--- src/rtl/hps_cmd_serializer.sv ---
// Byte-wise serializer for the HPS write port: turns one render, pixel-load or
// clear command into chipselect/write/address/writedata beats.
`timescale 1ns/1ps

module hps_cmd_serializer #(
  parameter int GAP_CYCLES        = 0,
  parameter bit SKIP_REDUNDANT_OP = 1'b0
) (
  input  logic        clk50,
  input  logic        reset_n,
  input  logic        cmd_valid,
  output logic        cmd_ready,
  input  logic [1:0]  cmd_kind,
  input  logic [47:0] cmd_data,
  output logic        cmd_err,
  output logic        busy,
  output logic [7:0]  hps_writedata,
  output logic [2:0]  hps_address,
  output logic        hps_write,
  output logic        hps_chipselect,
  output logic [2:0]  fsm_state
);

  // Handshake: a command is taken on a posedge where cmd_valid && cmd_ready;
  // cmd_kind/cmd_data are captured on that edge and may change afterwards.
  typedef enum logic [2:0] {IDLE, OP, BODY, GAP, ERR} state_t;

  localparam int GW = (GAP_CYCLES > 0) ? $clog2(GAP_CYCLES + 1) : 1;
  localparam logic [GW-1:0] GAP_LAST = GW'(GAP_CYCLES);
  localparam logic [1:0] K_RENDER = 2'd0;
  localparam logic [1:0] K_PIXEL  = 2'd1;
  localparam logic [1:0] K_RSVD   = 2'd3;

  state_t        state_q, state_d;
  logic [1:0]    kind_q, kind_d;
  logic [47:0]   data_q, data_d;
  logic [GW-1:0] gap_q, gap_d;
  logic [7:0]    last_op_q, last_op_d;
  logic          ready_d, err_d, busy_d, wr_d;
  logic [7:0]    wd_d;
  logic [2:0]    addr_d;
  logic          adv, reject, skip;
  logic [2:0]    first_addr, next_addr;

  // Pixel load: data[43:24] is the pixel address, data[23:0] the RGB value.
  function automatic logic [7:0] beat_byte(input logic [1:0] kind,
                                           input logic [47:0] d,
                                           input logic [2:0] a);
    logic [7:0] b;
    b = 8'h00;
    case (kind)
      K_RENDER: case (a)
        3'd0: b = d[47:40];
        3'd1: b = d[39:32];
        3'd2: b = d[31:24];
        3'd3: b = d[23:16];
        3'd4: b = d[15:8];
        3'd5: b = d[7:0];
        default: b = 8'h00;
      endcase
      K_PIXEL: case (a)
        3'd0: b = 8'hFD;
        3'd1: b = d[23:16];
        3'd2: b = d[15:8];
        3'd3: b = d[7:0];
        3'd4: b = {4'h0, d[43:40]};
        3'd5: b = d[39:32];
        3'd6: b = d[31:24];
        default: b = 8'h00;
      endcase
      default: b = (a == 3'd0) ? 8'hFE : 8'h00;
    endcase
    return b;
  endfunction

  function automatic logic [2:0] last_addr(input logic [1:0] kind);
    case (kind)
      K_RENDER: return 3'd5;
      K_PIXEL:  return 3'd6;
      default:  return 3'd1;
    endcase
  endfunction

  always_comb begin
    reject     = (cmd_kind == K_RSVD) ||
                 (cmd_kind == K_RENDER && (cmd_data[47:40] == 8'hFD || cmd_data[47:40] == 8'hFE));
    skip       = SKIP_REDUNDANT_OP && (cmd_kind == K_PIXEL) && (last_op_q == 8'hFD);
    first_addr = skip ? 3'd1 : 3'd0;
    next_addr  = hps_address + 3'd1;

    state_d   = state_q;
    kind_d    = kind_q;
    data_d    = data_q;
    gap_d     = gap_q;
    last_op_d = last_op_q;
    ready_d   = cmd_ready;
    err_d     = 1'b0;
    busy_d    = busy;
    wd_d      = hps_writedata;
    addr_d    = hps_address;
    wr_d      = 1'b0;
    adv       = 1'b0;

    case (state_q)
      IDLE: begin
        ready_d = 1'b1;
        busy_d  = 1'b0;
        if (cmd_valid && cmd_ready) begin
          kind_d  = cmd_kind;
          data_d  = cmd_data;
          ready_d = 1'b0;
          busy_d  = 1'b1;
          if (reject) begin
            state_d = ERR;
            err_d   = 1'b1;
          end else begin
            addr_d  = first_addr;
            wd_d    = beat_byte(cmd_kind, cmd_data, first_addr);
            wr_d    = 1'b1;
            state_d = skip ? BODY : OP;
            if (!skip) last_op_d = beat_byte(cmd_kind, cmd_data, 3'd0);
          end
        end
      end
      ERR: begin
        ready_d = 1'b1;
        busy_d  = 1'b0;
        state_d = IDLE;
      end
      OP, BODY: begin
        if (GAP_CYCLES > 0) begin
          state_d = GAP;
          gap_d   = GW'(1);
        end else begin
          adv = 1'b1;
        end
      end
      GAP: begin
        if (gap_q == GAP_LAST) adv = 1'b1;
        else gap_d = gap_q + GW'(1);
      end
      default: state_d = IDLE;
    endcase

    // Leave the current beat (and its gap): either the next address or done.
    if (adv) begin
      if (hps_address == last_addr(kind_q)) begin
        state_d = IDLE;
        ready_d = 1'b1;
        busy_d  = 1'b0;
      end else begin
        addr_d  = next_addr;
        wd_d    = beat_byte(kind_q, data_q, next_addr);
        wr_d    = 1'b1;
        state_d = BODY;
      end
    end
  end

  always_ff @(posedge clk50 or negedge reset_n) begin
    if (!reset_n) begin
      state_q        <= IDLE;
      kind_q         <= 2'd0;
      data_q         <= 48'd0;
      gap_q          <= '0;
      last_op_q      <= 8'h00;
      cmd_ready      <= 1'b0;
      cmd_err        <= 1'b0;
      busy           <= 1'b0;
      hps_writedata  <= 8'h00;
      hps_address    <= 3'd0;
      hps_write      <= 1'b0;
      hps_chipselect <= 1'b0;
    end else begin
      state_q        <= state_d;
      kind_q         <= kind_d;
      data_q         <= data_d;
      gap_q          <= gap_d;
      last_op_q      <= last_op_d;
      cmd_ready      <= ready_d;
      cmd_err        <= err_d;
      busy           <= busy_d;
      hps_writedata  <= wd_d;
      hps_address    <= addr_d;
      hps_write      <= wr_d;
      hps_chipselect <= wr_d;
    end
  end

  assign fsm_state = state_q;

endmodule
--- config.mk ---
export PLATFORM = sky130hd
export DESIGN_NAME = hps_cmd_serializer
export DESIGN_NICKNAME = d
export VERILOG_FILES = /design/src/rtl/hps_cmd_serializer.sv
export SDC_FILE = /design/constraint.sdc
export NUM_CORES = 1
export LEC_CHECK = 0
export ABC_AREA = 1
export BUFFER_PORTS_ARGS = -buffer_cell sky130_fd_sc_hd__buf_2
export CORE_UTILIZATION = 45
export CTS_BUF_LIST = sky130_fd_sc_hd__clkbuf_2 sky130_fd_sc_hd__clkbuf_4 sky130_fd_sc_hd__clkbuf_8
export DETAILED_ROUTE_END_ITERATION = 10
export PLACE_DENSITY = 0.7
export SYNTH_ARGS = -nofsm -noshare
export SYNTH_HDL_FRONTEND = slang
export SYNTH_SLANG_ARGS = --single-unit
--- constraint.sdc ---
create_clock -name clk50 -period 1.9 [get_ports clk50]
set_clock_uncertainty 0.1 [all_clocks]
set_input_delay 0.19 -clock clk50 [delete_from_list [all_inputs] [get_ports clk50]]
set_output_delay 0.19 -clock clk50 [all_outputs]
set_load 0.1 [all_outputs]
# Yosys cells after proc, flatten, opt, wreduce, memory -nomap -nowiden
# Cells that the tools add are included.
# Widths: inputs -> output; s select.
[classes] n_addsub=2 muxes=41 eq_ne=18 reduce_logical=12
[ops] cell="$pmux 8 s7" n=1
[ops] cell="$mux 8" n=6
[ops] cell="$pmux 8 s6" n=1
[ops] cell="$pmux 8 s2" n=2
[ops] cell="$mux 3" n=9
[ops] cell="$eq 8x8->1 const B" n=2
[ops] cell="$mux 1" n=16
[ops] cell="$eq 3x2->1 const B" n=4
[ops] cell="$eq 3x3->1 const B" n=4
[ops] cell="$pmux 3 s2" n=2
[ops] cell="$eq 3x1->1 const B" n=2
[ops] cell="$logic_not 3->1" n=2
[ops] cell="$pmux 1 s2" n=3
[ops] cell="$eq 2x1->1 const B" n=2
[ops] cell="$logic_not 2->1" n=2
[ops] cell="$reduce_and 2->1" n=2
[ops] cell="$add 3x1->3 const B" n=1
[ops] cell="$eq 3x3->1" n=1
[ops] cell="$ne 3x3->1 const B" n=1
[ops] cell="$reduce_or 3->1" n=1
[ops] cell="$eq 2x2->1 const B" n=1
[ops] cell="$logic_and 1x1->1" n=2
[ops] cell="$logic_or 1x1->1" n=2
[ops] cell="$mux 2" n=1
[ops] cell="other kinds (3)" n=3
[totals] ff_bits=69

# Depth between registers and ports, before layout
# Gate-level depths: netlist of the first run.
[depth] ltp_word=9 depth_mapped=13 ltp_nobuf=12

# Worst setup path after synthesis of the first run
# No wires, ideal clock.
[synth_timing] path_kind="register to register" startpoint="register hps_address[1]" endpoint="register hps_writedata[4]" slack_ns=-0.580 path_stages_with_launch=11 arrival_time_ns=2.259 path_buffers=2 required_time_ns=1.679 path_cell_list="dfrtp_1 > ha_1 > ha_1 > buf_4 > buf_6 > nand3_1 > nand3_1 > o21ai_0 > nand3_1 > nand2_1 > nor2_1"
[synth_via] elab_chain_cells=6
[synth_rtl] element="start, declared" line_no="18" rtl="output logic [2:0] hps_address,"
[synth_rtl] element="start signal, assigned" line_no="184" rtl="hps_address <= addr_d;"
[synth_rtl] element="$add 3x1->3" line_no="89" rtl="next_addr = hps_address + 3'd1;"
[synth_rtl] element="$eq 3x3->1, or another cell as far along" line_no="61" rtl="K_PIXEL: case (a)"
[synth_rtl] element="$pmux 8 s7, or another cell as far along" line_no="61"
[synth_rtl] element="$pmux 8 s2" line_no="51" rtl="case (kind)"
[synth_rtl] element="$mux 8 *" line_no="147" rtl="if (hps_address == last_addr(kind_q)) begin"
[synth_rtl] element="$mux 8 *" line_no="146" rtl="if (adv) begin"
[synth_rtl] element="net wd_d[4]" line_no="40" rtl="logic [7:0] wd_d;"
[synth_rtl] element="end signal, assigned" line_no="183" rtl="hps_writedata <= wd_d;"
[synth_rtl] element="end, declared" line_no="17" rtl="output logic [7:0] hps_writedata,"
# Mark *: on every way through the listed nets, which the timed path passes. The rest lies on a longest branch.
# A chain may end at the register's enable or synchronous reset.

# Worst setup path after layout of the first run
[layout_timing] startpoint="register hps_address[1]" endpoint="register hps_writedata[6]"
# The elaborated chain is that of the path after synthesis.

==> flow_summary.json, run 1 <==
{
  "hold_class": "input port to flip-flop",
  "clock_latency_ps": 350,
  "track_usage_pct": 27.3,
  "coreArea_sq_um": 8180,
  "grt_pass1_vias": 3818,
  "path_common_cell": "nand2_1",
  "yosys_warnings": 0,
  "antenna_cells": 0,
  "drtPass1Iterations": 5,
  "wl_mm": 11.1,
  "die-width_um": 93.8,
  "cpPeakStageDelay_ps": 490,
  "max_freq_mhz": 505,
  "critPathArrivalTime_ps": 2110,
  "via_count": 3918,
  "globalRouteMet3Util_pct": 4.77,
  "antenna_found_initial": 0,
  "synth-seq-cells": 68,
  "tritoncts": "done",
  "htreeDepth": 3,
  "peakVddDrop_mv": 0.757,
  "required_ps": 2030,
  "synth_nets": 596,
  "fp-row-count": 33,
  "worstPathCellList": "ha_4 -> ha_4 -> buf_12 -> clkinvlp_4 -> nand3_1 -> nand2_1 -> inv_1 -> nand2_1 -> nand2_1 -> nand2_1 -> nor2_2 -> a21oi_1",
  "crit_family": "flip-flops",
  "io_pins": 72,
  "top_usage_layer": "met2",
  "ant_nets": 0,
  "drive_gt1_share_pct": 22.8,
  "final_nets": 725,
  "synth.avg_cell_area_sq_um": 7.06,
  "drv_slew": 0,
  "grt_overflow": 0,
  "use_met1_pct": 36.4,
  "fin_tns_setup_ps": -395,
  "syn_area_sq_um": 3790,
  "grt_max_degree": 52,
  "crit_fanout": 6,
  "yosysTopAreaCell": "dfrtp_1",
  "clk_pin_slew_worst_paths_ps": 90,
  "drc": 0,
  "start_kind": "flip-flop",
  "finalSetupViolCount": 8,
  "worst_pin_slew_ps": 493,
  "place.gp.congestion": 0.861,
  "area_delta_synth_final_pct": 35.6,
  "criticalPathCategory": "flip-flop to flip-flop",
  "dp_hpwl_mm": 7.56,
  "netlist_top_cells_area": "dfrtp_1 45%, nand2_1 25%, nand3_1 9.2%",
  "violations": "negative setup slack",
  "cp.buffers_inverters": 3,
  "hold_viol": 0,
  "min_period_over_period_pct": 104,
  "die_y_um": 93.8,
  "postSynthCellCount": 537,
  "p_leak_nw": 2.76,
  "yosys.area.top_type_share_pct": 44.9,
  "status": "finished, violations left",
  "critical-path-slowest-cell": "dfrtp_4",
  "min_period_ps": 1980,
  "setup_slack_ps": -80.0,
  "relSlewSlack_pct": 67.1,
  "hold_ws_ps": 43.2,
  "dieArea_sq_um": 8800,
  "fillers": 751,
  "rsz0062_at_grt": "yes",
  "use_met2_pct": 44.9,
  "via_per_inst": 5.05,
  "portBuffers": 71,
  "root_buffer": "clkbuf_8",
  "yosysSeqAreaShare_pct": 44.9,
  "cap_viol_max_count": 0,
  "grt_pass1_wl_mm": 18.3,
  "endpoint_kind": "flip-flop",
  "synthDistinctLibCells": 24,
  "wl_per_cell_um": 14.3,
  "clk_path_buf_depth": 2,
  "first_iter_violations": 194,
  "cts_buffers": 9,
  "initial_core_util_pct": 46.4,
  "power_density_nw_per_um2": 1840,
  "cts_num_sinks": 68
}
sequential cells by signal, summed over array words and instances, names as in the netlist:
register and count:
hps_chipselect 1, data_q 48, kind_q 2, busy 1
cmd_ready 1, hps_writedata 8, fsm_state 3, cmd_err 1
hps_address 3
through the flow:
| stage | power, mW | cells | area, sq um | setup slack, ps | util (%) |
|---|---|---|---|---|---|
| 6_report | 9.45 | 776 | 5140 | -80.0 | 62.9 |
| 5_1_grt | 10.1 | 776 | 5140 | -210 | 62.9 |
| 4_1_cts | 9.28 | 775 | 5080 | -68.5 | 62.2 |
| 3_5_place_dp | 7.68 | 712 | 4370 | -93.4 | 53.5 |
| 3_3_place_gp | 7.59 | 712 | 4370 | -48.0 | 53.5 |
| 2_1_floorplan | 6.43 | 537 | 3840 | -61.7 | - |
routing by layer:
metal	vias up	part of all wire [%]
li1	1944	-
met1	1817	45
met2	140	48
met3	17	5.1
met4	0	1.7
met5	-	0
worst min-delay path, cell delays in order:
cell,delay (ps)
buf_2,110
inv_1,70
o21ai_0,90
cell usage after synthesis:
cell type / instances
a21oi_1: 12
buf_2: 11
buf_4: 5
buf_6: 3
clkbuf_1: 5
dfrtp_1: 68
ha_1: 6
inv_1: 29
inv_2: 6
nand2_1: 250
nand2_2: 3
nand2_4: 2
nand3_1: 70
nand3_2: 2
nand3_4: 1
nand4_1: 2
nor2_1: 34
nor2_2: 1
nor2_4: 3
o211ai_1: 1
o21a_1: 3
o21ai_0: 18
o21ai_1: 1
o22ai_1: 1
power breakdown:
group / switching [mW] / internal, mW
sequential: 0.609 / 2.15
clock: 0.580 / 0.756
combinational: 3.67 / 1.68
total: 4.86 / 4.59
timing repair:
item / CTS / global route
resized for setup: 13 / 8
endpoints found under the setup margin: 8 / 8
setup buffers: 3 / 0
pin swaps: 3 / 2
hold endpoints to repair: 110 / 0
hold buffers: 43 / 0
gates cloned: 1 / 1
layout make-up:
type | count | area [sq um] | share of cell area (%)
timing repair inverter | 1 | 7.51 | 0.146
timing repair buffer | 141 | 1060 | 20.6
clock inverter | 6 | 88.8 | 1.73
inverter | 35 | 138 | 2.68
sequential | 68 | 1720 | 33.4
clock buffer | 10 | 131 | 2.55
multi-input combinational | 410 | 1870 | 36.4
tap | 105 | 131 | 2.55
cells by family (layout without fill, tap and decap cells):
group	after synthesis	in the layout	synth area share (%)
fa+ha+maj	6	6	1.98
simple gates	368	368	40.8
buf+inv	59	193	7.29
flops	68	68	44.9
compound gates	36	36	5.05
worst paths after layout:
kind	start	endpoint	slack, ps	cells after the start
min in group asynchronous	reset_n	hps_writedata[0]	330	3
max in group asynchronous	reset_n	hps_address[1]	1030	3
setup reg to reg	hps_address[1]	hps_writedata[6]	-80	12
setup / recovery	hps_address[1]	hps_writedata[6]	-80	12
hold reg to reg	data_q[46]	data_q[46]	380	2
hold / removal	cmd_data[47]	data_q[47]	40	3
cells in the final DEF, fill, tap and decap left out, types with 2 or more instances in the layout:
cell type      count
a21oi_1           12
buf_12             2
buf_2             71
buf_4             21
buf_6              2
bufinv_16          2
clkbuf_8           9
clkinvlp_4         4
dfrtp_1           63
dfrtp_2            2
dfrtp_4            3
dlygate4sd3_1     43
ha_1               2
ha_2               2
ha_4               2
inv_1             24
inv_2              9
nand2_1          248
nand2_2            4
nand2_4            3
nand3_1           67
nand3_2            5
nand4_1            2
nor2_1            33
nor2_2             2
nor2_4             3
o21a_1             3
o21ai_0           12
o21ai_1            7
No activity file was read; power rests on OpenSTA's default activity.
==> run 2: changes to the inputs <==
--- a/constraint.sdc
+++ b/constraint.sdc
@@ -3,3 +3,3 @@
 set_input_delay 0.19 -clock clk50 [delete_from_list [all_inputs] [get_ports clk50]]
 set_output_delay 0.19 -clock clk50 [all_outputs]
-set_load 0.1 [all_outputs]
+set_load 0.02 [all_outputs]
==> run 2 against run 1 <==
Against the previous run:
- the run still ends with negative setup slack left
- sequential share of layout area down 0.83 points
- clock power is 18% higher
- critical path depth is the same
- die area did not move
- core utilization rose by 1.2 points
- flip-flop and latch count is the same
- worst setup slack improved by 25 ps
- via count is 0.74% higher
- critical endpoint is now hps_writedata[2]
- largest power group unchanged
- highest routed layer unchanged
==> flow_summary.json, run 2 (synthesized netlist as in run 1, its figures left out) <==
{
  "r2r-end": "hps_writedata[2]",
  "clk_pin_slew_worst_paths_ps": 80,
  "first_iter_violations": 217,
  "required_ps": 2040,
  "die_y_um": 93.8,
  "via_count": 3947,
  "drv_slew": 0,
  "drive_gt1_share_pct": 23.4,
  "root_buffer": "clkbuf_8",
  "setup_slack_ps": -54.9,
  "critPathArrivalTime_ps": 2090,
  "r2r_slack_ps": -50,
  "peakVddDrop_mv": 0.732,
  "finalSetupViolCount": 6,
  "start_kind": "flip-flop",
  "ant_nets": 0,
  "mostFrequentLayoutCells": "245 x nand2_1, 72 x buf_2, 66 x dfrtp_1, 65 x nand3_1, 43 x dlygate4sd3_1",
  "path_common_cell": "nand2_1",
  "crit_start": "hps_address[0]",
  "via_per_inst": 5.09,
  "coreArea_sq_um": 8180,
  "cts_num_sinks": 68,
  "min_period_over_period_pct": 103,
  "largest-register": "data_q",
  "final_nets": 724,
  "wl_mm": 10.9,
  "r2r-start": "hps_address[0]",
  "criticalPathCategory": "flip-flop to flip-flop",
  "endpoint_kind": "flip-flop",
  "grt_pass1_vias": 3754,
  "status": "finished, violations left",
  "cts_buffers": 9,
  "worstPathCellList": "ha_4 -> ha_4 -> clkinvlp_4 -> buf_12 -> nand3_2 -> nand2_1 -> nor2_1 -> nand2_1 -> nand2_1 -> nand3_2 -> nand2_2 -> nor2_2",
  "clk_path_buf_depth": 2,
  "place.gp.congestion": 0.919,
  "ff2ff_path_depth": 12,
  "crit_family": "simple AND/OR/NAND/NOR gates",
  "hold_class": "input port to flip-flop",
  "tritoncts": "done",
  "io_pins": 72,
  "largestRegisters": "data_q x48, hps_writedata x8",
  "grt_max_degree": 69,
  "cap_viol_max_count": 0,
  "grt_pass1_wl_mm": 17.7,
  "wl_per_cell_um": 14.1,
  "antenna_found_initial": 0,
  "hp-start": "cmd_data[47]",
  "clock_latency_ps": 340,
  "crit_path_end": "hps_writedata[2]",
  "min_period_ps": 1950,
  "antenna_cells": 0,
  "grt_overflow": 0,
  "dpl_cell_area_sq_um": 4360,
  "fp-row-count": 33,
  "area_delta_synth_final_pct": 38.1,
  "violations": "negative setup slack",
  "drtPass1Iterations": 6,
  "fin_tns_setup_ps": -207,
  "die-width_um": 93.8,
  "portBuffers": 71,
  "htreeDepth": 3,
  "critical-path-slowest-cell": "dfrtp_2",
  "rsz0062_at_grt": "yes",
  "worst_pin_slew_ps": 487,
  "largest_register_ffs": 48,
  "crit_fanout": 7,
  "relSlewSlack_pct": 67.5,
  "dp_hpwl_mm": 7.44,
  "hold_viol": 0,
  "fin_area_sq_um": 5240,
  "track_usage_pct": 26.2,
  "drc": 0,
  "hold_ws_ps": 54.9,
  "cpPeakStageDelay_ps": 430,
  "cp.buffers_inverters": 2,
  "power_density_nw_per_um2": 1670,
  "cp.depth": 12,
  "layout_commonest_cell": "nand2_1",
  "fillers": 746,
  "p_leak_nw": 2.80,
  "dieArea_sq_um": 8800,
  "initial_core_util_pct": 46.4,
  "max_freq_mhz": 512
}
run 2: cell types whose count changed in the layout (fill, tap and decap cells not counted), sizes merged:
cell,previous run,this run
bufinv,2,4
clkinvlp,4,3
inv,35,33
run 2: area by class of cell:
type | instances | area, sq um | area share (%)
Tap cell | 105 | 131 | 2.51
Clock inverter | 6 | 136 | 2.60
Multi-Input combinational cell | 410 | 1920 | 36.6
Clock buffer | 10 | 131 | 2.51
Inverter | 35 | 141 | 2.70
Timing Repair Buffer | 141 | 1080 | 20.6
Sequential cell | 68 | 1700 | 32.5
run 2: what timing repair did:
| item | 4_1_cts | 5_1_grt |
|---|---|---|
| pin swaps | 5 | 18 |
| cloned | 0 | 2 |
| endpoints found under the hold margin | 110 | 0 |
| gates resized for setup | 11 | 23 |
| setup buffers | 3 | 1 |
| endpoints found under the setup margin | 4 | 8 |
| hold buffers | 43 | 0 |
run 2: tightest hold or removal path, cell delays in order:
cell and delay, ps:
buf_2 110, inv_1 70, o21ai_0 90
run 2: how the worst min path moves through the flow:
stage,slack (ps),end,cells after the start
6_report,50,data_q[47],3
5_1_grt,50,data_q[47],3
4_1_cts,40,data_q[47],3
3_5_place_dp,140,hps_chipselect,2
3_3_place_gp,140,hps_chipselect,2
2_1_floorplan,-210,busy,0
run 2: layer usage:
layer	vias to the layer above	GRT usage (%)	wire length [um]	share of wire, %
li1	1951	-	-	-
met1	1827	34.5	4980	46
met2	149	42.3	5100	47
met3	20	4.53	623	5.7
met4	0	11.2	227	2.1
met5	-	0	0	0
run 2: power by group:
group	internal, mW	total, mW	switching (mW)
logic	1.75	4.43	2.68
clock network	1.02	1.58	0.561
registers	2.14	2.75	0.610
run 2: through the flow:
stage / power [mW] / util (%) / worst slack, ps / cells
3_3_place_gp: 6.51 / 53.3 / -33.9 / 710
4_1_cts: 8.40 / 62.6 / -22.7 / 772
5_1_grt: 9.42 / 64.1 / -156 / 775
6_report: 8.76 / 64.1 / -54.9 / 775
3_5_place_dp: 6.58 / 53.3 / -43.8 / 710
2_1_floorplan: 5.33 / - / 86.3 / 537
==> run 3: changes to the inputs <==
PLACE_DENSITY = 0.67   (was 0.7)
clock period = 1.8 ns   (was 1.9 ns; I/O delays follow)
==> run 3 against run 2 <==
Against the previous run:
- the flow still finishes with violations (negative setup slack)
- via count is 0.79% lower
- global-route usage is 0.30 points lower
- core utilization is 0.37 points lower
- worst hold slack worse by 33 ps
- combinational power is 8.6% higher
- sequential power is 5% higher
- clock-buffer cell count stayed put
- sequential share of layout area is 0.19 points higher
==> flow_summary.json, run 3 (synthesized netlist as in run 1, its figures left out) <==
{
  "tritoncts": "done",
  "dieArea_sq_um": 8800,
  "fillers": 736,
  "grt_pass1_vias": 3687,
  "combPwrFrac_pct": 53.4,
  "regArea_sq_um": 1700,
  "cts_buffers": 9,
  "clk_pin_slew_worst_paths_ps": 80,
  "peakVddDrop_mv": 0.763,
  "min_period_over_period_pct": 110,
  "fin_tns_setup_ps": -1060,
  "hold_viol": 0,
  "finalSetupViolCount": 8,
  "clock_latency_ps": 350,
  "grt_max_degree": 69,
  "die_y_um": 93.8,
  "max_freq_mhz": 504,
  "layout_commonest_cell": "nand2_1",
  "root_buffer": "clkbuf_8",
  "power_density_nw_per_um2": 1730,
  "violations": "negative setup slack",
  "initial_core_util_pct": 46.4,
  "via_per_inst": 5.07,
  "drv_slew": 0,
  "rsz0062_at_grt": "yes",
  "portBuffers": 71,
  "switching_share_pct": 46.2,
  "crit_fanout": 7,
  "dp_hpwl_mm": 7.08,
  "seq_power_share_pct": 32.0,
  "antenna_cells": 0,
  "start_kind": "flip-flop",
  "drtPass1Iterations": 5,
  "cap_viol_max_count": 0,
  "largestRegisters": "data_q x48, hps_writedata x8",
  "mostFrequentLayoutCells": "245 x nand2_1, 71 x buf_2, 66 x dfrtp_1, 64 x nand3_1, 43 x dlygate4sd3_1",
  "drc": 0,
  "grt_overflow": 0,
  "clk_path_buf_depth": 2,
  "via_count": 3916,
  "io_pins": 72,
  "criticalPathCategory": "flip-flop to flip-flop",
  "critPathArrivalTime_ps": 2130,
  "relSlewSlack_pct": 70.2,
  "p_clk_share_pct": 14.5,
  "post-route-util_pct": 63.7,
  "antenna_found_initial": 0,
  "area_delta_synth_final_pct": 37.3,
  "track_usage_pct": 25.9,
  "multiInputGateArea_sq_um": 1990,
  "die-width_um": 93.8,
  "fp-row-count": 33,
  "coreArea_sq_um": 8180,
  "htreeDepth": 3,
  "setup_slack_ps": -182,
  "cts_num_sinks": 68,
  "worst_pin_slew_ps": 445,
  "ant_nets": 0,
  "p_leak_nw": 2.76,
  "hold_ws_ps": 21.6,
  "min_period_ps": 1980,
  "hold_class": "input port to flip-flop",
  "grt_pass1_wl_mm": 17.5,
  "drive_gt1_share_pct": 24.3,
  "largest_register_ffs": 48,
  "place.gp.congestion": 0.872,
  "first_iter_violations": 248,
  "p_sw_mw": 4.16,
  "p_total_mw": 9.00,
  "largest-register": "data_q",
  "wl_mm": 10.7,
  "endpoint_kind": "flip-flop",
  "status": "finished, violations left",
  "required_ps": 1950,
  "r2r_slack_ps": -180,
  "final_nets": 722,
  "wl_per_cell_um": 13.9,
  "p_int_mw": 4.84
}
## run 3: power groups by stage
stage / Combinational (mW) / Clock [mW] / Sequential, mW
final: 4.81 / 1.31 / 2.88
after CTS: 4.26 / 1.33 / 2.86
after floorplan: 2.73 / 0 / 2.91
after global placement: 3.94 / 0 / 2.88
after detailed placement: 4.00 / 0 / 2.89
after global routing: 5.34 / 1.40 / 2.96
## run 3: cell type report
cell class	count	share of cell area, %
repair buffers	138	20.0
well taps	105	2.52
flip-flops and latches	68	32.7
multi-input cells	410	38.1
clock buffers	10	2.64
repair inverters	1	0.144
inverters	35	2.67
clock inverters	6	1.23
## run 3: routing by layer
| metal | routed length [um] | GRT usage [%] |
|---|---|---|
| met5 | 0 | 0 |
| met4 | 137 | 7.95 |
| met3 | 496 | 5.58 |
| met2 | 5170 | 42.7 |
| met1 | 4910 | 33.9 |
## run 3: worst paths after layout
check                          startpoint          endpoint  cells past startpoint
min reg2reg                    data_q[46]        data_q[46]                      2
min                           cmd_kind[0]         kind_q[0]                      3
max reg2reg                hps_address[1]  hps_writedata[1]                     11
max                        hps_address[1]  hps_writedata[1]                     11
max in group asynchronous         reset_n        data_q[32]                      3
min in group asynchronous         reset_n         data_q[6]                      3
## run 3: critical path, cell delays in order, from the launching register on
cell and delay, ps:
dfrtp_2 430, ha_4 180, ha_4 340, clkinvlp_4 210
nand3_2 110, nand2_2 60, nor2_2 90, nand2_1 60
nand2_1 80, nand3_2 110, nand2_2 80, nor2_1 30
## run 3: stage by stage
stage / worst slack (ps) / instances / cell area, sq um
floorplan: 10.6 / 537 / 3820
detailed placement: -132 / 708 / 4340
CTS: -139 / 770 / 5030
global placement: -126 / 708 / 4340
global route: -298 / 773 / 5210
finish: -182 / 773 / 5210
## run 3: what timing repair did
item                                    CTS  global route
cloned                                    1             1
pin swaps                                 1             9
gates resized for setup                   3            41
hold buffers                             43             0
buffers inserted                          2             2
hold endpoints to repair                110             0
endpoints found under the setup margin    8            11
